`config.mk`:
```
export PLATFORM = sky130hd
export DESIGN_NAME = led_event_scheduler
export DESIGN_NICKNAME = d
export VERILOG_FILES = /design/src/rtl/led_event_scheduler.sv
export SDC_FILE = /design/constraint.sdc
export NUM_CORES = 1
export LEC_CHECK = 0
export ABC_AREA = 1
export CORE_UTILIZATION = 55
export DETAILED_ROUTE_END_ITERATION = 12
export GPL_TIMING_DRIVEN = 0
export PLACE_DENSITY = 0.78
export SLEW_MARGIN = 15
export SYNTH_ARGS = -nofsm -noshare
export SYNTH_HDL_FRONTEND = slang
export SYNTH_SLANG_ARGS = --single-unit
```
`constraint.sdc`:
```
create_clock -name clk -period 4.1 [get_ports clk]
set_clock_uncertainty 0.1 [all_clocks]
set_input_delay 0.82 -clock clk [delete_from_list [all_inputs] [get_ports clk]]
set_output_delay 0.82 -clock clk [all_outputs]
set_load 0.05 [all_outputs]
```
`src/rtl/led_event_scheduler.sv`:
```
// led_event_scheduler
// Shares one LED_Animation engine between N_REQ event sources. Requests are
// latched into a pending vector and granted round-robin. Each grant fires a
// one-cycle trigger with the winner's index on sel. Further grants are then
// held off for the animation window plus a guard gap, because the engine
// gives no busy/done feedback of its own.
module led_event_scheduler #(
    parameter int N_REQ       = 4,
    parameter int ANIM_CYCLES = 50,
    parameter int GAP_CYCLES  = 2,
    parameter int SEL_W       = $clog2(N_REQ)
) (
    input  logic             clk,
    input  logic             reset,
    input  logic [N_REQ-1:0] req,
    input  logic             flush,
    output logic             active,
    output logic [SEL_W-1:0] sel,
    output logic             busy,
    output logic             done,
    output logic [N_REQ-1:0] pending
);

    // The counter only ever holds ANIM_CYCLES-1 or GAP_CYCLES-1 at most.
    localparam int CNT_MAX = (ANIM_CYCLES > GAP_CYCLES) ? ANIM_CYCLES : GAP_CYCLES;
    localparam int CNT_W   = (CNT_MAX > 1) ? $clog2(CNT_MAX) : 1;

    localparam logic [CNT_W-1:0] ANIM_LOAD = CNT_W'(ANIM_CYCLES - 1);
    localparam logic [CNT_W-1:0] GAP_LOAD  = (GAP_CYCLES > 0) ? CNT_W'(GAP_CYCLES - 1) : '0;
    localparam logic [SEL_W-1:0] LAST_IDX  = SEL_W'(N_REQ - 1);

    typedef enum logic [1:0] {
        IDLE = 2'd0,
        FIRE = 2'd1,
        WAIT = 2'd2,
        GAP  = 2'd3
    } state_t;

    state_t             state_q,   state_d;
    logic [N_REQ-1:0]   pending_q, pending_d;
    logic [SEL_W-1:0]   rr_ptr_q,  rr_ptr_d;
    logic [SEL_W-1:0]   sel_q,     sel_d;
    logic [CNT_W-1:0]   cnt_q,     cnt_d;
    logic               active_q,  active_d;
    logic               busy_q,    busy_d;
    logic               done_q,    done_d;

    logic               grant_found;
    logic [SEL_W-1:0]   grant_idx;
    logic [SEL_W-1:0]   scan_idx;
    logic [N_REQ-1:0]   grant_onehot;
    logic [SEL_W-1:0]   grant_next_ptr;

    // Round-robin search: first pending bit at or after rr_ptr, wrapping.
    always_comb begin
        grant_found = 1'b0;
        grant_idx   = '0;
        scan_idx    = '0;
        for (int i = 0; i < N_REQ; i++) begin
            scan_idx = SEL_W'((int'(rr_ptr_q) + i) % N_REQ);
            if (!grant_found && pending_q[scan_idx]) begin
                grant_found = 1'b1;
                grant_idx   = scan_idx;
            end
        end
        grant_onehot   = grant_found ? (N_REQ'(1) << grant_idx) : '0;
        grant_next_ptr = (grant_idx == LAST_IDX) ? '0 : grant_idx + SEL_W'(1);
    end

    // Next-state and registered-output logic; flush overrides everything but sel and rr_ptr.
    always_comb begin
        state_d   = state_q;
        pending_d = pending_q | req;
        rr_ptr_d  = rr_ptr_q;
        sel_d     = sel_q;
        cnt_d     = cnt_q;
        active_d  = 1'b0;
        done_d    = 1'b0;

        case (state_q)
            IDLE: begin
                if (grant_found) begin
                    pending_d = (pending_q & ~grant_onehot) | req;
                    sel_d     = grant_idx;
                    rr_ptr_d  = grant_next_ptr;
                    active_d  = 1'b1;
                    state_d   = FIRE;
                end
            end
            FIRE: begin
                cnt_d   = ANIM_LOAD;
                state_d = WAIT;
            end
            WAIT: begin
                if (cnt_q == '0) begin
                    done_d = 1'b1;
                    if (GAP_CYCLES > 0) begin
                        cnt_d   = GAP_LOAD;
                        state_d = GAP;
                    end else begin
                        state_d = IDLE;
                    end
                end else begin
                    cnt_d = cnt_q - CNT_W'(1);
                end
            end
            GAP: begin
                if (cnt_q == '0) begin
                    state_d = IDLE;
                end else begin
                    cnt_d = cnt_q - CNT_W'(1);
                end
            end
            default: begin
                state_d = IDLE;
            end
        endcase

        if (flush) begin
            pending_d = '0;
            state_d   = IDLE;
            cnt_d     = '0;
            active_d  = 1'b0;
            done_d    = 1'b0;
            sel_d     = sel_q;
            rr_ptr_d  = rr_ptr_q;
        end

        busy_d = (state_d != IDLE);
    end

    // State and output registers with synchronous reset taking priority.
    always_ff @(posedge clk) begin
        if (reset) begin
            state_q   <= IDLE;
            pending_q <= '0;
            rr_ptr_q  <= '0;
            sel_q     <= '0;
            cnt_q     <= '0;
            active_q  <= 1'b0;
            busy_q    <= 1'b0;
            done_q    <= 1'b0;
        end else begin
            state_q   <= state_d;
            pending_q <= pending_d;
            rr_ptr_q  <= rr_ptr_d;
            sel_q     <= sel_d;
            cnt_q     <= cnt_d;
            active_q  <= active_d;
            busy_q    <= busy_d;
            done_q    <= done_d;
        end
    end

    assign active  = active_q;
    assign sel     = sel_q;
    assign busy    = busy_q;
    assign done    = done_q;
    assign pending = pending_q;

endmodule

```
; Yosys cells after proc, flatten, opt, wreduce, memory -nomap -nowiden
; Index checks and enable logic that the tools add are counted.
[totals]
reg_bits = 19
in_bits = 7
output_inout_bits = 9
[classes]
addsub = 5
magnitude_cmp = 4
n_eq_ne = 5
shift = 1
n_mux = 30
bitwise_logic = 7
n_reduce_logical = 15
[ops]
columns = cell, count
row1 = 2-bit 2-to-1 mux, 9
row2 = 6-bit case mux with 3 select lines, 1
row3 = 2-bit by 3-bit < comparator with 1-bit output (second input constant), 4
row4 = 4-bit 2-to-1 mux, 3
row5 = 6-bit 2-to-1 mux, 2
row6 = 1-bit 2-to-1 mux, 10
row7 = 1-bit binary-select mux with 2-bit select, 4
row8 = 4-bit OR, 2
row9 = 2-bit case mux with 4 select lines, 1
row10 = 2-bit == test (second input constant), 3
row11 = 6-bit zero test, 1
row12 = 3-bit OR reduction, 2
row13 = 6-bit by 1-bit subtractor with 6-bit output (second input constant), 1
row14 = 2-bit by 1-bit adder with 2-bit output (second input constant), 2
row15 = 2-bit adder (second input constant), 2
row16 = 4-bit bitwise AND, 1
row17 = 4-bit NOT, 1
row18 = 1-bit by 2-bit left shift with 4-bit output (first input constant), 1
row19 = 1-bit logical AND, 3
row20 = 1-bit zero test, 3
row21 = 1-bit NOT, 3
row22 = 3-bit AND reduction, 1
row23 = 3-bit nonzero test, 1
row24 = 2-bit by 1-bit == test with 1-bit output (second input constant), 1
row25 = other kinds (5), 5

; Depth between registers and ports, before layout
; Gate-level depths: netlist of the first run.
[depth]
ltp_word = 19
mapped_depth = 15
ltp_nobuf = 15

; Least setup slack after synthesis of the first run
; OpenSTA, ideal clock, no wires.
[synth_timing]
path_kind = reg-to-reg
from = reg pending_q[3], in the netlist pending[3]
to = reg pending_q[2], in the netlist pending[2]
setup_time_ns = 0.127
t_arrival_ns = 1.836
t_required_ns = 3.873
setup_slack_ns = 2.037
stages_incl_launch_ff = 14
n_path_buf = 0
cell_sequence = dfxtp_1 inv_1 nand2_1 nand2_1 nand2_1 o21ai_1 nand3b_1 nand3_1 nand2_1 inv_1 ha_1 nand3_1 a21oi_1 nor2_1
[synth_via]
elab_chain_cells = 19
elab_cells_between_ends = 29
cone_classes = 1 x shift / 19 x mux / 3 x bitwise / 6 x reduce/logical
[synth_lines]
columns = item, line
row1 = from (decl), 40  ; logic [N_REQ-1:0] pending_q, pending_d;
row2 = from (signal assigned), 145  ; pending_q <= pending_d;
row3 = 1-bit binary-select mux with 2-bit select, 61  ; if (!grant_found && pending_q[scan_idx]) begin
row4 = 1-bit 2-to-1 mux (not written as such), 61
row5 = 1-bit 2-to-1 mux, 61
row6 = 1-bit zero test, 61
row7 = 1-bit logical AND, 61
row8 = 1-bit 2-to-1 mux, 61
row9 = 1-bit zero test, 61
row10 = 1-bit logical AND, 61
row11 = [4 not listed], -
row12 = named net grant_idx[1], 49  ; logic [SEL_W-1:0] grant_idx;
row13 = 1-bit by 2-bit left shift with 4-bit output (*), 66  ; grant_onehot = grant_found ? (N_REQ'(1) << grant_idx) : '0;
row14 = 4-bit 2-to-1 mux (*), 66
row15 = 4-bit NOT (*), 83  ; pending_d = (pending_q & ~grant_onehot) | req;
row16 = 4-bit bitwise AND (*), 83
row17 = 4-bit OR (*), 83
row18 = 4-bit 2-to-1 mux (*), 82  ; if (grant_found) begin
row19 = 4-bit 2-to-1 mux (*), 80  ; case (state_q)
; Mark *: on every way through the listed nets, which the timed path passes. The rest lies on a longest branch. The select of a mux whose other input is x is not followed.
; A chain may end at the register's enable or synchronous reset.

; Final worst setup path of the first run
[layout_timing]
from = reg pending_q[3], in the netlist pending[3]
to = out pending[3]
[layout_lines]
columns = item, line
row1 = to (decl), 21  ; output logic [N_REQ-1:0] pending
; No word-level cell between the ends.

==> key figures, run 1 <==
Cells and area
  • Area Overhead vs Synth: 18.7%
  • Non-Filler Instances: 210
  • Diode count: 0
  • Final net count: 197
  • Final core utilization: 69.2%
  • Fill cells: 174
  • Share of layout cells above drive strength 1: 13.7%
  • Area occupied by multi-input gates: 651 sq um
  • FF+latch area: 380 sq um

Worst setup path
  • Critical path cell sequence: clkdlybuf4s50_1
  • Worst endpoint data arrival time: 1.55 ns
  • Critical Path End Type: output port
  • Crit path max-delay family: buffers and inverters
  • Crit path largest cell delay: 0.84 ns
  • CP Launch Type: flip-flop
  • Max FO, Critical Path: 4
  • Critical path type: flip-flop to output port
  • CP required: 3.18 ns
  • Flop-to-flop setup slack: 2.03 ns
  • CP max stage cell: clkdlybuf4s50_1
  • Sum of buffers and inverters on the critical path: 1

Clocking
  • Hold buffers post-CTS: 0
  • Clock latency at the later pin of the worst-skew pair: 0.29 ns
  • Setup Fix Bufs, Post-CTS: 0
  • Clock root cell: clkbuf_4
  • CTS tree: built
  • CTS sink count: 19
  • Worst-path clk slew: 0.12 ns
  • Clock Path Buffers: 2
  • Htree depth: 1
  • CTS-repair resized insts: 0
  • CTS buffer count: 3

Detailed routing
  • Via count: 1066
  • Starting DRC count in detailed routing: 26
  • Avg WL per Cell: 10.9 um
  • Final ANT Viol Nets: 0
  • Wirelength, routed: 2.29 mm
  • Vias per cell: 5.08
  • TritonRoute pass-1 iters: 4
  • DRC: 0

STA
  • Fin Setup TNS: 0 ns
  • Slew at the pin closest to its max-slew limit: 0.504 ns
  • Hold Violations, Final: 0
  • Maximum clock rate: 404 MHz
  • Slew margin rel.: 66.3%
  • Setup violation total in the final timing report: 0
  • Fin crit period: 2.47 ns
  • PnR worst setup slack: 1.63 ns
  • RSZ-0062 raised after global routing: no
  • Max-slew violations: 0
  • Tcrit/Tclk final: 60.3%

Yosys
  • Post-synth ARST share: 0%
  • Most frequent cell after synthesis: nand2_1
  • EDFF count, synth: 0
  • Seq/Total Area, Yosys: 33.6%
  • Synth Instances: 164
  • Avg Cell Area, Syn: 6.90 sq um
  • Cells taking the most area after synthesis: dfxtp_1, nand2_1, nand3_1
  • Synth cell count leaders: nand2_1, dfxtp_1, inv_1
  • Largest area contributor in the netlist: dfxtp_1
  • Unique masters post-synth: 26
  • Synthesized area: 1130 sq um
  • Syn_nets: 177
  • Synth Warn #: 0
  • Synthesized flop and latch total: 19
  • Yosys top cell area share: 33.6%
  • Synth Flop Type: dfxtp_1

Pwr
  • Gate power share: 66.1%
  • Int Pwr: 481 uW
  • Pwr per Cell Area: 739 nW/um^2
  • Total Power: 993 uW
  • Clock share of power: 9.3%
  • Reg power frac: 24.6%
  • Switching power: 512 uW
  • Sw Share: 51.5%
  • VDD IR max: 0.447 mV
  • Leakage power: 0.000620 uW

Hold path
  • Class of the worst hold path: flip-flop to flip-flop

Die
  • Core outline area: 1940 sq um
  • Row count: 16
  • Starting density of the core: 58.3%
  • Top Ports: 16
  • Die height: 47.4 um
  • Die Width: 47.4 um
  • DIE AREA: 2240 sq um

Placed design
  • Final Wtd Congestion: 0.787
  • Detail Placement HPWL: 1.84 mm
  • Placed cells: 206
  • Dpl ws: 1.65 ns
  • Port Buf Inserts: 15

Global route
  • GRT overflow: 0
  • Largest net degree at the start of global routing: 12
  • Antenna violations before repair: 0
  • First-pass GRT wire length: 3.66 mm
  • Vias in the first global route: 917
  • GRT Total Usage: 23.1%

Outcome
  • Status: finished, final reports clean

Job
  • MaxCap Viol Count: 0
power by group through the flow:
stage	clock (uW)	combinational, uW	sequential, uW
after floorplan	0	463	303
after global placement	0	635	247
after detailed placement	0	652	248
after CTS	94.9	656	243
after global routing	106	739	248
final	92.4	657	244
cell type report:
type                            count  share of cell area [%]
Sequential cell                    19                    28.3
Clock buffer                        3                    1.68
Timing Repair Buffer               15                    11.2
Clock inverter                      1                   0.372
Buffer                              2                    1.12
Tap cell                           27                    2.51
Multi-Input combinational cell    120                    48.4
Inverter                           23                    6.42
state kept, by name, summed over array words and instances, names as in the netlist:
name and flops:
active 1, busy 1, cnt_q 6, done 1
pending 4, rr_ptr_q 2, sel 2, state_q 2
logic make-up (layout without fill, tap and decap cells):
family | count (synthesis) | after routing | synth area share, %
AOI/OAI and AO/OA | 21 | 21 | 10.3
xor gates and xnor gates | 3 | 3 | 2.32
adders and majority gates | 6 | 6 | 6.63
buffers and inverters | 25 | 44 | 8.95
DFF | 19 | 19 | 33.6
and+or+nand+nor | 90 | 90 | 38.2
worst min-delay path, cell delays in order, from the launching register on:
cell and delay (ns):
dfxtp_1 0.33, nand2_1 0.06, a21oi_1 0.06
routing by layer:
| metal | global-route usage (%) | up-vias | part of all wire, % |
|---|---|---|---|
| li1 | - | 567 | - |
| met1 | 27.7 | 481 | 48 |
| met2 | 42.2 | 16 | 49 |
| met3 | 3.85 | 2 | 2.4 |
| met4 | 5.71 | 0 | 0.57 |
| met5 | 0 | - | 0 |
final timing paths:
path,cells after the start,start,to
setup / recovery,1,pending[3],pending[3]
hold / removal,2,sel[0],sel[0]
setup reg to reg,11,rr_ptr_q[1],pending[1]
hold reg to reg,2,sel[0],sel[0]
cells in the final DEF (no fill, tap or decap), drive strengths merged:
cell type,count
ha,6
nand3,17
nand2,50
clkdlybuf4s50,15
or2,1
xor2,2
o21ai,4
a21oi,12
a31oi,1
xnor2,1
inv,23
clkinv,1
clkbuf,4
nand3b,2
nor3,1
nor2,15
o21a,2
o22ai,1
dfxtp,19
buf,1
nand4,4
o221ai,1
per-stage QoR:
stage	hold WS, ns	instance area [sq um]
4_1_cts	0.381	1340
2_1_floorplan	0.363	1130
5_1_grt	0.434	1340
6_report	0.383	1340
3_3_place_gp	0.354	1320
3_5_place_dp	0.365	1320
Power figures use the tool's default switching activity.
==> run 2, diff against run 1 <==
- CORE_UTILIZATION: 55 -> 48
- PLACE_DENSITY: 0.78 -> 0.72
- clock period: 4.1 -> 2 ns (I/O delays scaled with it)
==> key figures, run 2 (same netlist as run 1, synthesis figures left out) <==
Outcome
  • Status: finished, final reports clean

Worst setup path
  • Worst endpoint data arrival time: 2.05 ns (+0.50 ns)
  • Crit path max-delay family: simple AND/OR/NAND/NOR gates
  • CP most frequent cell: nand2_2
  • CP Launch Type: flip-flop
  • Critical path cell sequence: buf_6, nand2_1, nand2_2, nand2_2, nand2_2, nor2_4, buf_4, nand4_1, nand2_2, ha_1, nand3_1, a21oi_2, nor2_1
  • CP required: 2.08 ns (-1.10 ns)
  • Critical path type: flip-flop to flip-flop
  • Critical Path End Type: flip-flop
  • Sum of buffers and inverters on the critical path: 2 (+1)
  • Crit path largest cell delay: 0.38 ns (-0.46 ns)
  • CP max stage cell: dfxtp_4
  • Max FO, Critical Path: 5 (+1)

Pwr
  • Leakage power: 0.000696 uW (+12%)
  • Sw Share: 50.7% (-0.86 points)
  • Clock share of power: 7.9% (-1.4 points)
  • Switching power: 1230 uW (+140%)
  • Gate power share: 70.6% (+4.5 points)
  • Pwr per Cell Area: 1650 nW/um^2 (+120%)
  • Reg power frac: 21.5% (-3.1 points)
  • Total Power: 2440 uW (+150%)
  • Int Pwr: 1200 uW (+150%)
  • VDD IR max: 0.866 mV (+94%)

Cells and area
  • Final core utilization: 66.8% (-2.4 points)
  • Share of layout cells above drive strength 1: 28.2% (+15 points)
  • Diode count: 0 (unchanged)
  • Commonest non-fill, non-tap cell in the layout: nand2_1
  • Register bank with the most flops: cnt_q
  • Area Overhead vs Synth: 30.5%
  • Most frequent cells in the layout: nand2_1, inv_1, nand2_2, dfxtp_1, nor2_1
  • Non-Filler Instances: 216 (+2.9%)
  • Max reg flops: 6 (unchanged)
  • Final net count: 202 (+2.5%)

Detailed routing
  • Avg WL per Cell: 12.3 um (+12%)
  • Wirelength, routed: 2.65 mm (+16%)
  • DRC: 0 (unchanged)
  • Via count: 1130 (+6.0%)
  • Final ANT Viol Nets: 0 (unchanged)
  • Starting DRC count in detailed routing: 18 (-31%)
  • TritonRoute pass-1 iters: 4 (unchanged)
  • Vias per cell: 5.23 (+3.1%)

Placed design
  • Port Buf Inserts: 15 (unchanged)
  • Placed cells: 207 (+0.49%)
  • Dpl ws: -0.0600 ns (-1.71 ns)
  • Detail Placement HPWL: 1.79 mm (-2.9%)
  • Final Wtd Congestion: 0.870 (+10%)

Global route
  • GRT met2 Usage: 38.9% (-3.3 points)
  • GRT overflow: 0 (unchanged)
  • GRT Total Usage: 21.0% (-2.1 points)
  • Peak-usage layer in the global routing report: met2
  • Vias in the first global route: 1021 (+11%)
  • Largest net degree at the start of global routing: 11 (-1)
  • Global Route met3 Usage: 2.73% (-1.1 points)
  • Antenna violations before repair: 0 (unchanged)
  • First-pass GRT wire length: 4.06 mm (+11%)
  • Grt met1 use: 23.3% (-4.4 points)

STA
  • Fin Setup TNS: 0 ns (unchanged)
  • PnR worst setup slack: 0.0322 ns (-1.59 ns)
  • Setup violation total in the final timing report: 0 (unchanged)
  • Maximum clock rate: 508 MHz
  • Hold Violations, Final: 0 (unchanged)
  • Slew margin rel.: 61.1% (-5.2 points)
  • RSZ-0062 raised after global routing: yes
  • Fin crit period: 1.97 ns
  • Slew at the pin closest to its max-slew limit: 0.581 ns (+0.0777 ns)
  • Max-slew violations: 0 (unchanged)
  • Tcrit/Tclk final: 98.4%

Die
  • Die Width: 50.6 um (+6.7%)
  • Die height: 50.6 um (+6.7%)
  • Core outline area: 2210 sq um (+14%)
  • Row count: 17 (+1)
  • Starting density of the core: 51.2% (-7.1 points)
  • Top Ports: 16 (unchanged)
  • DIE AREA: 2560 sq um (+14%)

Clocking
  • Clock Path Buffers: 2 (unchanged)
  • Worst-path clk slew: 0.11 ns (about the same)
  • CTS tree: built
  • CTS sink count: 19 (unchanged)
  • Hold buffers post-CTS: 0 (unchanged)
  • Clock latency at the later pin of the worst-skew pair: 0.30 ns (about the same)
  • Htree depth: 1 (unchanged)
  • CTS buffer count: 3 (unchanged)
  • Clock root cell: clkbuf_4

Hold path
  • Class of the worst hold path: flip-flop to flip-flop

Job
  • MaxCap Viol Count: 0 (unchanged)
## run 2: changes by cell type in the layout (fill, tap and decap cells not counted), moves of 3 or more
cell and change:
dfxtp_2 +3, a21oi_1 -4, dfxtp_1 -5, clkdlybuf4s50_1 -4, a21oi_2 +4, nand3_1 -6
inv_1 -3, nand2_2 +3, nand3_2 +6, nand2_1 -4, buf_4 +4
## run 2: per-stage QoR
stage | area [sq um] | hold WS, ns
after floorplan | 1130 | 0.363
after global placement | 1320 | 0.355
after detailed placement | 1320 | 0.364
after CTS | 1360 | 0.380
after global routing | 1480 | 0.404
final | 1480 | 0.377
## run 2: what timing repair did
item                                    CTS  global route
resized for setup                         5            28
gates cloned                              0             1
buffers inserted                          1             3
endpoints found under the hold margin     0             0
endpoints found under the setup margin    7             6
pin swaps                                 1             6
## run 2: cell type report
cell class	instances	area [sq um]
clock buffer	4	26.3
multi-input combinational	120	727
timing repair buffer	20	194
fill	207	734
buffer	2	15.0
inverter	23	88.8
tap	28	35.0
sequential	19	392
## run 2: power by group through the flow
stage                     registers (uW)  logic, uW  clock network [uW]
final                                525       1720                 191
after global routing                 533       1920                 213
after CTS                            502       1410                 199
after detailed placement             509       1350                   0
after global placement               506       1320                   0
after floorplan                      622        949                   0
## run 2: worst reg2reg max path, stage by stage, from the launching register on
cell and delay (ns):
dfxtp_4 0.38, buf_6 0.13, nand2_1 0.07, nand2_2 0.08, nand2_2 0.08, nand2_2 0.06
nor2_4 0.16, buf_4 0.14, nand4_1 0.09, nand2_2 0.12, ha_1 0.16, nand3_1 0.09
a21oi_2 0.14, nor2_1 0.04
## run 2: worst paths after layout
check                   start    endpoint  slack, ns  depth (start not counted)
setup / recovery  rr_ptr_q[0]  pending[0]       0.03                         13
hold / removal         sel[0]      sel[0]       0.38                          2
setup reg to reg  rr_ptr_q[0]  pending[0]       0.03                         13
hold reg to reg        sel[0]      sel[0]       0.38                          2
## run 2: layer usage
metal	part of all wire, %	vias to the layer above
met1	42	532
met2	54	15
met5	0	-
met4	2.6	0
met3	1.5	6
li1	-	577
==> run 3, diff against run 2 <==
- CORE_UTILIZATION: 48 -> 45
- HOLD_SLACK_MARGIN: not set -> 0.05
- PLACE_DENSITY: 0.72 -> 0.68
==> key figures, run 3 (same netlist as run 1, synthesis figures left out) <==
Clocking
  • CTS buffer count: 3 (unchanged)
  • CTS sink count: 19 (unchanged)
  • Worst-path clk slew: 0.10 ns (about the same)
  • Hold buffers post-CTS: 0 (unchanged)
  • Clock latency at the later pin of the worst-skew pair: 0.29 ns (about the same)
  • CTS tree: built
  • Htree depth: 1 (unchanged)
  • Clock root cell: clkbuf_4
  • Clock Path Buffers: 2 (unchanged)

Die
  • Die Width: 52.2 um (+3.1%)
  • Core outline area: 2300 sq um (+3.8%)
  • DIE AREA: 2720 sq um (+6.4%)
  • Row count: 17 (unchanged)
  • Top Ports: 16 (unchanged)
  • Die height: 52.2 um (+3.1%)
  • Starting density of the core: 49.3% (-1.9 points)

Job
  • MaxCap Viol Count: 0 (unchanged)

Detailed routing
  • Vias per cell: 5.34 (+2.2%)
  • DRC: 0 (unchanged)
  • Wirelength, routed: 2.68 mm (+1.2%)
  • Starting DRC count in detailed routing: 29 (+11)
  • Final ANT Viol Nets: 0 (unchanged)
  • TritonRoute pass-1 iters: 4 (unchanged)
  • Via count: 1149 (+1.7%)
  • Avg WL per Cell: 12.5 um (+1.6%)

Global route
  • Antenna violations before repair: 0 (unchanged)
  • Largest net degree at the start of global routing: 11 (unchanged)
  • First-pass GRT wire length: 3.90 mm (-4.1%)
  • GRT overflow: 0 (unchanged)
  • Vias in the first global route: 958 (-6.2%)
  • GRT Total Usage: 19.2% (-1.8 points)

STA
  • Hold slack final: 0.379 ns (+0.00173 ns)
  • Slew at the pin closest to its max-slew limit: 0.661 ns (+0.0800 ns)
  • Hold Violations, Final: 0 (unchanged)
  • Tcrit/Tclk final: 99.3% (+0.88 points)
  • Fin crit period: 1.99 ns (+0.0177 ns)
  • Slew margin rel.: 55.7% (-5.4 points)
  • Maximum clock rate: 504 MHz (-0.89%)
  • RSZ-0062 raised after global routing: yes
  • Max-slew violations: 0 (unchanged)
  • Setup violation total in the final timing report: 0 (unchanged)

Placed design
  • Placed cells: 207 (unchanged)
  • Detail Placement HPWL: 1.85 mm (+3.5%)
  • Final Wtd Congestion: 0.881 (+1.4%)
  • Port Buf Inserts: 15 (unchanged)

Outcome
  • Status: finished, final reports clean

Cells and area
  • Register bank with the most flops: cnt_q
  • Commonest non-fill, non-tap cell in the layout: nand2_1
  • Area Overhead vs Synth: 34.5%
  • Fill cells: 193 (-6.8%)
  • Final net count: 201 (-0.50%)
  • Non-Filler Instances: 215 (-0.46%)
  • Final core utilization: 66.3% (-0.51 points)
  • Most frequent cells in the layout: nand2_1, inv_1, nand2_2, dfxtp_1, nand3_1
  • Max reg flops: 6 (unchanged)
  • Share of layout cells above drive strength 1: 29.4% (+1.2 points)
  • Diode count: 0 (unchanged)

Worst setup path
  • Critical Path End Type: flip-flop
  • Worst endpoint data arrival time: 2.05 ns (about the same)
  • Critical path type: flip-flop to flip-flop
  • Max FO, Critical Path: 5 (unchanged)
  • R2R cell count: 13 (unchanged)
  • CP required: 2.07 ns (about the same)
  • CP Launch Type: flip-flop

Pwr
  • VDD IR max: 1.05 mV (+21%)
  • Leakage power: 0.000705 uW (+1.3%)
  • Total Power: 2640 uW (+8.3%)
  • Pwr per Cell Area: 1730 nW/um^2 (+5.1%)

Hold path
  • Worst hold path cell count: 2 (unchanged)
  • Class of the worst hold path: flip-flop to flip-flop
run 3: final timing paths:
path	start	endpoint	slack (ns)
hold / removal	sel[0]	sel[0]	0.38
setup reg to reg	rr_ptr_q[0]	pending[3]	0.01
setup / recovery	rr_ptr_q[0]	pending[3]	0.01
hold reg to reg	sel[0]	sel[0]	0.38
run 3: metal layers:
metal	track usage, %	part of all wire, %	vias to the layer above
met3	6.73	7.6	2
met2	31.2	47	43
met4	1.32	0.22	0
li1	-	-	572
met5	0	0	-
met1	25.4	45	532
run 3: power by group:
group | switching (uW) | internal [uW] | total (uW)
Combinational | 1200 | 725 | 1920
Sequential | 66.6 | 461 | 527
Clock | 110 | 77.6 | 188
run 3: metrics by stage:
stage / TNS [ns] / setup WS [ns] / area [sq um]
after floorplan: 0 / 0.00384 / 1130
after global routing: -0.235 / -0.0655 / 1520
after global placement: 0 / 0.00598 / 1320
after detailed placement: -0.243 / -0.0602 / 1320
after CTS: 0 / 0.00105 / 1370
final: 0 / 0.0145 / 1520
run 3: timing repair:
item                       4_1_cts  5_1_grt
cloned                           0        1
resized for setup                8       36
pin swaps                        2       12
setup endpoints to repair        6        8
setup buffers                    1        2
run 3: layout make-up:
cell class | instances | area (sq um) | area share (%)
Sequential cell | 19 | 390 | 25.6
Tap cell | 28 | 35.0 | 2.30
Clock buffer | 4 | 26.3 | 1.73
Inverter | 23 | 93.8 | 6.16
Multi-Input combinational cell | 120 | 772 | 50.7
Timing Repair Buffer | 19 | 190 | 12.5
Buffer | 2 | 15.0 | 0.986
run 3: critical path, cell delays in order (launching register included):
cell,delay [ns]
dfxtp_4,0.38
buf_6,0.13
nand2_1,0.06
nand2_1,0.09
nand2_1,0.13
o21ai_4,0.09
nand3b_1,0.16
nand3_1,0.10
nand2_2,0.11
inv_4,0.09
ha_4,0.14
nand3_4,0.07
a21oi_2,0.15
nor2_1,0.05
